--- config.mk ---
export PLATFORM = sky130hd
export DESIGN_NAME = dspe_dot_sequencer_flat
export DESIGN_NICKNAME = d
export VERILOG_FILES = /design/src/rtl/dspe_dot_sequencer_pkg.sv /design/src/rtl/dspe_dot_sequencer_if.sv /design/src/rtl/dspe_result_fifo.sv /design/src/rtl/dspe_dot_sequencer.sv /design/src/flat_wrapper.sv
export SDC_FILE = /design/constraint.sdc
export NUM_CORES = 1
export LEC_CHECK = 0
export BUFFER_PORTS_ARGS = -buffer_cell sky130_fd_sc_hd__buf_4
export CORE_ASPECT_RATIO = 1.4
export CORE_MARGIN = 2
export CORE_UTILIZATION = 33
export DETAILED_ROUTE_END_ITERATION = 7
export HOLD_SLACK_MARGIN = 0.15
export PLACE_DENSITY = 0.58
export SYNTH_ARGS = -nofsm -noshare
export SYNTH_HDL_FRONTEND = slang
export SYNTH_SLANG_ARGS = --single-unit
--- constraint.sdc ---
create_clock -name clk -period 2.6 [get_ports clk]
set_input_delay 0.52 -clock clk [delete_from_list [all_inputs] [get_ports clk]]
set_output_delay 0.52 -clock clk [all_outputs]
set_load 0.05 [all_outputs]
--- src/rtl/dspe_dot_sequencer_pkg.sv ---
// Shared types and constants for the DSPELogic dot-product sequencer.
// A beat is the control word presented to the MAC element each cycle.
package dspe_dot_sequencer_pkg;

  typedef enum logic {IDLE = 1'b0, ACCUM = 1'b1} state_t;

  typedef struct packed {
    logic bypass_mlt;
    logic bypass_add;
    logic reset_acc;
    logic extra_in;
  } ctrl_t;

  localparam ctrl_t CTRL_HOLD = '{bypass_mlt: 1'b0, bypass_add: 1'b1, reset_acc: 1'b0, extra_in: 1'b0};
  localparam ctrl_t CTRL_BIAS = '{bypass_mlt: 1'b1, bypass_add: 1'b0, reset_acc: 1'b1, extra_in: 1'b0};
  localparam ctrl_t CTRL_MAC  = '{bypass_mlt: 1'b0, bypass_add: 1'b0, reset_acc: 1'b0, extra_in: 1'b0};

  function automatic int max_i(input int a, input int b);
    return (a > b) ? a : b;
  endfunction

  // Width able to hold 0..depth inclusive (credit and occupancy counters).
  function automatic int cred_width(input int depth);
    return max_i($clog2(depth + 1), 1);
  endfunction

endpackage

--- src/rtl/dspe_dot_sequencer_if.sv ---
// Bundle of the operand stream, result stream and MAC element control/return.
// master is the sequencer's view; slave is the surrounding lane's view.
interface dspe_dot_sequencer_if #(
  parameter int OP0_SIZE = 8,
  parameter int OP1_SIZE = 8,
  parameter int ACC_SIZE = 24
);
  logic                s_valid;
  logic                s_ready;
  logic [OP0_SIZE-1:0] s_op0;
  logic [OP1_SIZE-1:0] s_op1;
  logic                s_last;
  logic [ACC_SIZE-1:0] s_bias;
  logic                m_valid;
  logic                m_ready;
  logic [ACC_SIZE-1:0] m_acc;
  logic [OP0_SIZE-1:0] dsp_op0;
  logic [OP1_SIZE-1:0] dsp_op1;
  logic [ACC_SIZE-1:0] dsp_op2;
  logic                dsp_bypass_mlt;
  logic                dsp_bypass_add;
  logic                dsp_reset_acc;
  logic                dsp_extra_in;
  logic [ACC_SIZE-1:0] dsp_acc;
  logic                dsp_extra_out;

  modport master (
    input  s_valid, s_op0, s_op1, s_last, s_bias, m_ready, dsp_acc, dsp_extra_out,
    output s_ready, m_valid, m_acc, dsp_op0, dsp_op1, dsp_op2,
           dsp_bypass_mlt, dsp_bypass_add, dsp_reset_acc, dsp_extra_in
  );

  modport slave (
    output s_valid, s_op0, s_op1, s_last, s_bias, m_ready, dsp_acc, dsp_extra_out,
    input  s_ready, m_valid, m_acc, dsp_op0, dsp_op1, dsp_op2,
           dsp_bypass_mlt, dsp_bypass_add, dsp_reset_acc, dsp_extra_in
  );
endinterface

--- src/rtl/dspe_result_fifo.sv ---
// Small synchronous FIFO holding finished accumulator values.
module dspe_result_fifo
  import dspe_dot_sequencer_pkg::*;
#(
  parameter int WIDTH = 24,
  parameter int DEPTH = 2
) (
  input  logic             clk,
  input  logic             rst,
  input  logic             push,
  input  logic [WIDTH-1:0] din,
  input  logic             pop,
  output logic [WIDTH-1:0] dout,
  output logic             full,
  output logic             empty
);
  localparam int PW = max_i($clog2(DEPTH), 1);
  localparam int CW = cred_width(DEPTH);

  logic [WIDTH-1:0] mem [DEPTH];
  logic [PW-1:0]    wr_ptr, rd_ptr;
  logic [CW-1:0]    count;

  function automatic logic [PW-1:0] nxt(input logic [PW-1:0] p);
    return (p == PW'(DEPTH - 1)) ? '0 : p + PW'(1);
  endfunction

  always_ff @(posedge clk) begin
    if (push) mem[wr_ptr] <= din;
  end

  always_ff @(posedge clk or posedge rst) begin
    if (rst) begin
      wr_ptr <= '0;
      rd_ptr <= '0;
      count  <= '0;
    end else begin
      if (push) wr_ptr <= nxt(wr_ptr);
      if (pop)  rd_ptr <= nxt(rd_ptr);
      case ({push, pop})
        2'b10:   count <= count + CW'(1);
        2'b01:   count <= count - CW'(1);
        default: count <= count;
      endcase
    end
  end

  assign dout  = mem[rd_ptr];
  assign full  = (count == CW'(DEPTH));
  assign empty = (count == '0);
endmodule

--- src/rtl/dspe_dot_sequencer.sv ---
// Drives one DSPELogic MAC element: a bias beat then one MAC beat per operand pair,
// tags the last beat and captures the returned accumulator into a credited result FIFO.
module dspe_dot_sequencer
  import dspe_dot_sequencer_pkg::*;
#(
  parameter int OP0_SIZE       = 8,
  parameter int OP1_SIZE       = 8,
  parameter int ACC_SIZE       = 24,
  parameter int PIPELINE_LEVEL = 2,
  parameter int RES_DEPTH      = 2
) (
  input logic                  clk,
  input logic                  rst,
  dspe_dot_sequencer_if.master bus
);
  localparam int CW = cred_width(RES_DEPTH);

  state_t              state_q, state_d;
  ctrl_t               ctrl_q, ctrl_d;
  logic [OP0_SIZE-1:0] op0_q, op0_d;
  logic [OP1_SIZE-1:0] op1_q, op1_d;
  logic [ACC_SIZE-1:0] op2_q, op2_d;
  logic [CW-1:0]       credits_q;
  logic                start, pop, cap_q, fifo_full, fifo_empty;
  logic [PIPELINE_LEVEL:0] tag_sr;

  always_comb begin
    state_d = state_q;
    ctrl_d  = CTRL_HOLD;
    op0_d   = '0;
    op1_d   = '0;
    op2_d   = '0;
    start   = 1'b0;
    case (state_q)
      IDLE: begin
        if (bus.s_valid && credits_q != '0) begin
          ctrl_d  = CTRL_BIAS;
          op2_d   = bus.s_bias;
          start   = 1'b1;
          state_d = ACCUM;
        end
      end
      ACCUM: begin
        if (bus.s_valid) begin
          ctrl_d          = CTRL_MAC;
          ctrl_d.extra_in = bus.s_last;
          op0_d           = bus.s_op0;
          op1_d           = bus.s_op1;
          if (bus.s_last) state_d = IDLE;
        end
      end
      default: state_d = IDLE;
    endcase
  end

  assign bus.s_ready = (state_q == ACCUM);
  assign pop         = bus.m_ready && !fifo_empty;

  always_ff @(posedge clk or posedge rst) begin
    if (rst) begin
      state_q   <= IDLE;
      ctrl_q    <= CTRL_HOLD;
      op0_q     <= '0;
      op1_q     <= '0;
      op2_q     <= '0;
      credits_q <= CW'(RES_DEPTH);
      cap_q     <= 1'b0;
    end else begin
      state_q <= state_d;
      ctrl_q  <= ctrl_d;
      op0_q   <= op0_d;
      op1_q   <= op1_d;
      op2_q   <= op2_d;
      cap_q   <= bus.dsp_extra_out;
      if (start && !pop)      credits_q <= credits_q - CW'(1);
      else if (pop && !start) credits_q <= credits_q + CW'(1);
    end
  end

  // Shadow of the tag: the element must return it exactly PIPELINE_LEVEL+1 cycles later.
  always_ff @(posedge clk or posedge rst) begin
    if (rst) begin
      tag_sr <= '0;
    end else begin
      assert (bus.dsp_extra_out == tag_sr[PIPELINE_LEVEL]);
      assert (!(cap_q && fifo_full));
      tag_sr[0] <= ctrl_q.extra_in;
      for (int i = 1; i <= PIPELINE_LEVEL; i++) tag_sr[i] <= tag_sr[i-1];
    end
  end

  assign bus.dsp_op0        = op0_q;
  assign bus.dsp_op1        = op1_q;
  assign bus.dsp_op2        = op2_q;
  assign bus.dsp_bypass_mlt = ctrl_q.bypass_mlt;
  assign bus.dsp_bypass_add = ctrl_q.bypass_add;
  assign bus.dsp_reset_acc  = ctrl_q.reset_acc;
  assign bus.dsp_extra_in   = ctrl_q.extra_in;
  assign bus.m_valid        = !fifo_empty;

  dspe_result_fifo #(.WIDTH(ACC_SIZE), .DEPTH(RES_DEPTH)) u_fifo (
    .clk   (clk),
    .rst   (rst),
    .push  (cap_q),
    .din   (bus.dsp_acc),
    .pop   (pop),
    .dout  (bus.m_acc),
    .full  (fifo_full),
    .empty (fifo_empty)
  );
endmodule

--- src/flat_wrapper.sv ---
// flat-port wrapper written by rule: the top's interface ports become plain ports
module dspe_dot_sequencer_flat import dspe_dot_sequencer_pkg::*;
#(
  parameter int OP0_SIZE       = 8,
  parameter int OP1_SIZE       = 8,
  parameter int ACC_SIZE       = 24,
  parameter int PIPELINE_LEVEL = 2,
  parameter int RES_DEPTH      = 2
)
  (clk, rst, bus_s_valid, bus_s_op0, bus_s_op1, bus_s_last, bus_s_bias, bus_m_ready, bus_dsp_acc, bus_dsp_extra_out, bus_s_ready, bus_m_valid, bus_m_acc, bus_dsp_op0, bus_dsp_op1, bus_dsp_op2, bus_dsp_bypass_mlt, bus_dsp_bypass_add, bus_dsp_reset_acc, bus_dsp_extra_in);
  dspe_dot_sequencer_if #(.OP0_SIZE(OP0_SIZE), .OP1_SIZE(OP1_SIZE), .ACC_SIZE(ACC_SIZE)) bus_i ();
  input logic clk;
  input logic rst;
  input wire logic [$bits(bus_i.s_valid)-1:0] bus_s_valid;
  input wire logic [$bits(bus_i.s_op0)-1:0] bus_s_op0;
  input wire logic [$bits(bus_i.s_op1)-1:0] bus_s_op1;
  input wire logic [$bits(bus_i.s_last)-1:0] bus_s_last;
  input wire logic [$bits(bus_i.s_bias)-1:0] bus_s_bias;
  input wire logic [$bits(bus_i.m_ready)-1:0] bus_m_ready;
  input wire logic [$bits(bus_i.dsp_acc)-1:0] bus_dsp_acc;
  input wire logic [$bits(bus_i.dsp_extra_out)-1:0] bus_dsp_extra_out;
  output wire logic [$bits(bus_i.s_ready)-1:0] bus_s_ready;
  output wire logic [$bits(bus_i.m_valid)-1:0] bus_m_valid;
  output wire logic [$bits(bus_i.m_acc)-1:0] bus_m_acc;
  output wire logic [$bits(bus_i.dsp_op0)-1:0] bus_dsp_op0;
  output wire logic [$bits(bus_i.dsp_op1)-1:0] bus_dsp_op1;
  output wire logic [$bits(bus_i.dsp_op2)-1:0] bus_dsp_op2;
  output wire logic [$bits(bus_i.dsp_bypass_mlt)-1:0] bus_dsp_bypass_mlt;
  output wire logic [$bits(bus_i.dsp_bypass_add)-1:0] bus_dsp_bypass_add;
  output wire logic [$bits(bus_i.dsp_reset_acc)-1:0] bus_dsp_reset_acc;
  output wire logic [$bits(bus_i.dsp_extra_in)-1:0] bus_dsp_extra_in;
  assign bus_i.s_valid = bus_s_valid;
  assign bus_i.s_op0 = bus_s_op0;
  assign bus_i.s_op1 = bus_s_op1;
  assign bus_i.s_last = bus_s_last;
  assign bus_i.s_bias = bus_s_bias;
  assign bus_i.m_ready = bus_m_ready;
  assign bus_i.dsp_acc = bus_dsp_acc;
  assign bus_i.dsp_extra_out = bus_dsp_extra_out;
  assign bus_s_ready = bus_i.s_ready;
  assign bus_m_valid = bus_i.m_valid;
  assign bus_m_acc = bus_i.m_acc;
  assign bus_dsp_op0 = bus_i.dsp_op0;
  assign bus_dsp_op1 = bus_i.dsp_op1;
  assign bus_dsp_op2 = bus_i.dsp_op2;
  assign bus_dsp_bypass_mlt = bus_i.dsp_bypass_mlt;
  assign bus_dsp_bypass_add = bus_i.dsp_bypass_add;
  assign bus_dsp_reset_acc = bus_i.dsp_reset_acc;
  assign bus_dsp_extra_in = bus_i.dsp_extra_in;
  dspe_dot_sequencer #(.OP0_SIZE(OP0_SIZE), .OP1_SIZE(OP1_SIZE), .ACC_SIZE(ACC_SIZE), .PIPELINE_LEVEL(PIPELINE_LEVEL), .RES_DEPTH(RES_DEPTH)) u_core (.clk(clk), .rst(rst), .bus(bus_i));
endmodule
# Word level (Yosys, flattened, before mapping)
# Memories as Yosys holds them, arrays and structs flattened.
# Cells that the tools add are included.
[word_totals]
ff_bits = 52
ramBits = 48
input_bits = 70
n_memories = 1
[classes]
addsub = 6
n_eq_ne = 2
mux = 21
n_bitwise = 1
reduce_logical = 11
[mem_list]
columns = ["memory", "words", "word_bits", "read_ports", "rd_ports_with_merged_regs", "wr", "line", "source"]
rows = [
  ["u_core.u_fifo.mem", 2, 24, 1, 0, 1, "dspe_result_fifo.sv:20", "logic [WIDTH-1:0] mem [DEPTH];"],
]
[ops]
columns = ["operator", "count"]
rows = [
  ["$mux W24", 2],
  ["$mux W8", 4],
  ["$mux W1", 8],
  ["$pmux W4 S2", 1],
  ["$reduce_bool A2 Y1", 3],
  ["$add A2 B1 Y2 const B", 2],
  ["$logic_and A1 B1 Y1", 4],
  ["$mux W2", 2],
  ["$mux W4", 1],
  ["$pmux W2 S2", 1],
  ["$sub A2 B1 Y2 const B", 2],
  ["$logic_not A1 Y1", 3],
  ["$mux W3", 1],
  ["$add A1 B1 Y1 const B", 2],
  ["$eq A2 B1 Y1 const B", 1],
  ["$eq A2 B2 Y1 const B", 1],
  ["$logic_not A2 Y1", 1],
  ["$pmux W1 S2", 1],
  ["$not A1 Y1", 1],
]

# Logic depth before layout (Yosys ltp)
[logic_depth]
word_depth = 8
depth_mapped = 7
depth_no_buf = 7

# By module
# Synthesis repeated with hierarchy kept, for this count alone.
[unflattened]
hier_cells = 201
area_unflattened_um2 = 3601.0
[modules_own_cells]
columns = ["mod", "n_inst", "cells_each", "area_each_um2"]
rows = [
  ["dspe_result_fifo", 1, 92, 2021.9],
  ["dspe_dot_sequencer", 1, 109, 1579.0],
]

# Worst setup path after synthesis
# Ideal clock, no wire load.
[synth_timing]
path_type = "register to register"
start = "register u_core.cap_q"
end = "memory u_core.u_fifo.mem[0][0], enable pin"
setup_time_ps = 405
t_arrival_ps = 1438
path_slack_ps = 757
path_stages_with_launch = 3
path_buffers = 0
synth_period_minus_slack_ps = 1843
path_cell_list = "dfrtp_1 -> inv_1 -> nor2_1"
[synth_via]
elab_chain_len = 2
[synth_lines]
columns = ["element", "line", "source"]
rows = [
  ["start, declared", "dspe_dot_sequencer.sv:24", "logic start, pop, cap_q, fifo_full, fifo_empty;"],
  ["start signal, assigned", "dspe_dot_sequencer.sv:74", "cap_q <= bus.dsp_extra_out;"],
  ["$mux W1", "dspe_result_fifo.sv:29", "if (push) mem[wr_ptr] <= din;"],
  ["$mux W1 (implied by the code)", "dspe_result_fifo.sv:29", ""],
  ["end, declared", "dspe_result_fifo.sv:20", ""],
]
# Every way passes these cells.

# Worst setup path in the final report
[layout_timing]
start = "register u_core.u_fifo.rd_ptr"
end = "output port bus_m_acc[22]"
[layout_via]
elab_chain_len = 1
[layout_lines]
columns = ["element", "line", "source"]
rows = [
  ["start, declared", "dspe_result_fifo.sv:21", "logic [PW-1:0] wr_ptr, rd_ptr;"],
  ["start signal, assigned", "dspe_result_fifo.sv:39", "if (pop) rd_ptr <= nxt(rd_ptr);"],
  ["$mem_v2 Z2 W24", "-", ""],
  ["end, declared", "flat_wrapper.sv:24", "output wire logic [$bits(bus_i.m_acc)-1:0] bus_m_acc;"],
]
# Every way passes these cells.

==> results.ini <==
[global_routing]
grt_max_degree=27
grt_pass1_wl_um=10800
track_usage_pct=12.2
grt_pass1_vias=2175
grt-ovfl-total=0
antenna_found_initial=0

[critical_path]
critPathBufInv=2
startpoint_type=flip-flop
regToRegSetupSlack_ps=830
crit_family=buffers and inverters
critPathMaxFanout=24
slowest_stage=mux2_2
r2r-start=u_core.bus.s_ready
crit_path_end_kind=output pin
cpMostUsedCell=buf_4
cp_cell_sequence=buf_4, mux2_2, buf_4
crit_type=reg -> out
cp.arrival_ps=1600
r2r_end=u_core.credits_q[1]
cp.depth=3
r2r_cells=4
worst_path_largest_cell_delay_ps=380
crit_required_ps=2080

[sta]
fin_crit_sh_pct=81.6
slew_headroom_pct=63.2
worst_pin_slew_ps=552
max_clock_freq_ghz=0.471
setup_viol=0
rsz0062_at_grt=false
hold_violations=0
setup-tns-final_ps=0
skew_ps=6.55
period_needed_ps=2120
slew_viol_final=0

[floorplanning]
start_util_pct=33.9
core_mm2=0.0103
die-area_mm2=0.0115
die_w_um=91.1
num_rows=44
die_h_um=126
io_pins=140

[power_and_ir_drop]
p_per_area_mw_per_mm2=1090
power_frac_comb_pct=39.3
p_seq_share_pct=38.9
sw_frac_of_total_pct=38.2
total_power_mw=5.40
intPower_mw=3.34
p_sw_mw=2.06
clockPowerShare_pct=21.7
vdd_drop_max_uv=431
p_leak_nw=2.31

[clock_tree]
cts_hold_buf=0
cts_root_buf=clkbuf_16
htree_levels=3
clk-insertion-delay-late_ps=330
cts_resized=0
cts_tree=yes
cts_max_path_buffers=2
clkSlewWorstSetupHoldPaths_ps=60
clock-sinks=99
cts_setup_buffers=0
cts_made_buffers=9

[synth]
ys_ff_latch=99
synthTopCellsByCount=dfrtp_1 (49), edfxtp_1 (48), mux2_2 (24)
yosys_warnings=0
yosys.area.top_type=edfxtp_1
yosysUniqueCellTypes=24
synth_cells=197
yosysSeqAreaShare_pct=77.5
netlist_area_mm2=0.00351
ys.flop_type=dfrtp_1
synth_edf_count=48
synth_most_common_cell=dfrtp_1
synthTopCellsByArea=edfxtp_1 (41%), dfrtp_1 (35%), mux2_2 (7.7%)
synth-async-reset-ratio_pct=51.5
synth.avg_cell_area_um2=17.8
synth_top_cell_area_share_pct=41.1
synth_nets=269

[min_path]
hold_path.class=in -> async

[final_layout]
drive_gt1_share_pct=60.6
nFillCells=964
nNetsFinal=415
syn_to_final_growth_pct=41.7
antenna_cells=0

[detailed_routing]
via_per_inst=4.22
num_vias=2049
drc_errors=0
final_antenna_net_count=0
totalWireLength_um=6600
routedWlPerCell_um=13.6
drt_iter0_drc=30
dr.pass1.iters=4

[placement]
place_congestion=0.689
dp_hpwl_um=4690
portBuffers=139

[run]
maxCapViolCount=0

[outcome]
status=finished, final reports clean

==> flip-flops by register name (all words and copies together) (netlist names), 2 cells and up <==
name,count
u_core.u_fifo.count,2
u_core.bus.dsp_op2,24
u_core.bus.dsp_op1,8
u_core.u_fifo.mem,48
u_core.bus.dsp_op0,8
u_core.credits_q,2
==> metrics by stage <==
stage / cell area, um^2 / hold slack (ps) / instances / setup WS [ps] / util (%)
finish: 4970 / 205 / 486 / 478 / 48.0
global route: 4970 / 229 / 486 / 393 / 48.0
CTS: 4970 / 212 / 486 / 426 / 48.0
detailed placement: 4700 / 459 / 470 / 705 / 45.4
global placement: 4700 / 451 / 470 / 755 / 45.4
floorplan: 3510 / 434 / 197 / 757 / -
==> power by group through the flow <==
stage | clock network, mW | registers, mW | logic (mW)
6_report | 1.17 | 2.10 | 2.12
4_1_cts | 1.22 | 2.11 | 2.16
3_5_place_dp | 0 | 2.14 | 2.15
2_1_floorplan | 0 | 2.44 | 1.23
5_1_grt | 1.28 | 2.14 | 2.24
3_3_place_gp | 0 | 2.12 | 2.15
==> worst max-delay path by stage <==
stage	start	end	slack [ps]
global route	u_core.u_fifo.rd_ptr	bus_m_acc[22]	390
floorplan	u_core.cap_q	u_core.u_fifo.mem[0][0]	760
CTS	u_core.u_fifo.rd_ptr	bus_m_acc[19]	430
global placement	bus_s_valid	u_core.credits_q[1]	760
finish	u_core.u_fifo.rd_ptr	bus_m_acc[22]	480
detailed placement	bus_s_valid	u_core.credits_q[1]	700
==> cells in the final DEF, fill, tap and decap left out, types with 2 or more instances in the layout <==
master        n
xnor2_1       5
inv_1         3
and2_2       14
clkinv_4      2
edfxtp_1     48
nor2_1        2
and3_2        8
mux2_2       24
and2_1       11
dfrtp_1      49
clkinv_1      2
buf_4       144
xor2_1        3
dfstp_2       2
ha_1          2
clkbuf_16     9
and3_1        9
clkinvlp_2    2
==> kinds of logic after synthesis <==
group | Yosys count | share of synthesized area [%]
muxes | 24 | 7.70
adders and majority gates | 2 | 0.713
AOI/OAI and AO/OA | 3 | 0.606
DFF | 99 | 77.5
and+or+nand+nor | 48 | 9.20
xor gates and xnor gates | 8 | 2.00
buffers and inverters | 13 | 2.25
==> per-layer routing <==
metal  track usage, %  routed length (um)
met4             4.55                  93
met3             6.22                 680
met2             19.1                3300
met5                0                   0
met1             14.3                2530
==> final cells by class <==
class	count	area [um^2]	area share (%)
clock buffers	9	225	4.53
clock inverters	7	43.8	0.881
inverters	4	15.0	0.302
multi-input cells	85	712	14.3
flip-flops and latches	99	2720	54.7
well taps	138	173	3.47
repair buffers	144	1080	21.8
==> worst register-to-register path, cell delays in order (launching register included) <==
cell     delay (ps)
dfrtp_1         580
nor2_4          470
ha_1            340
nor2_1          140
xor2_1          170
No activity file was read; power rests on OpenSTA's default activity.
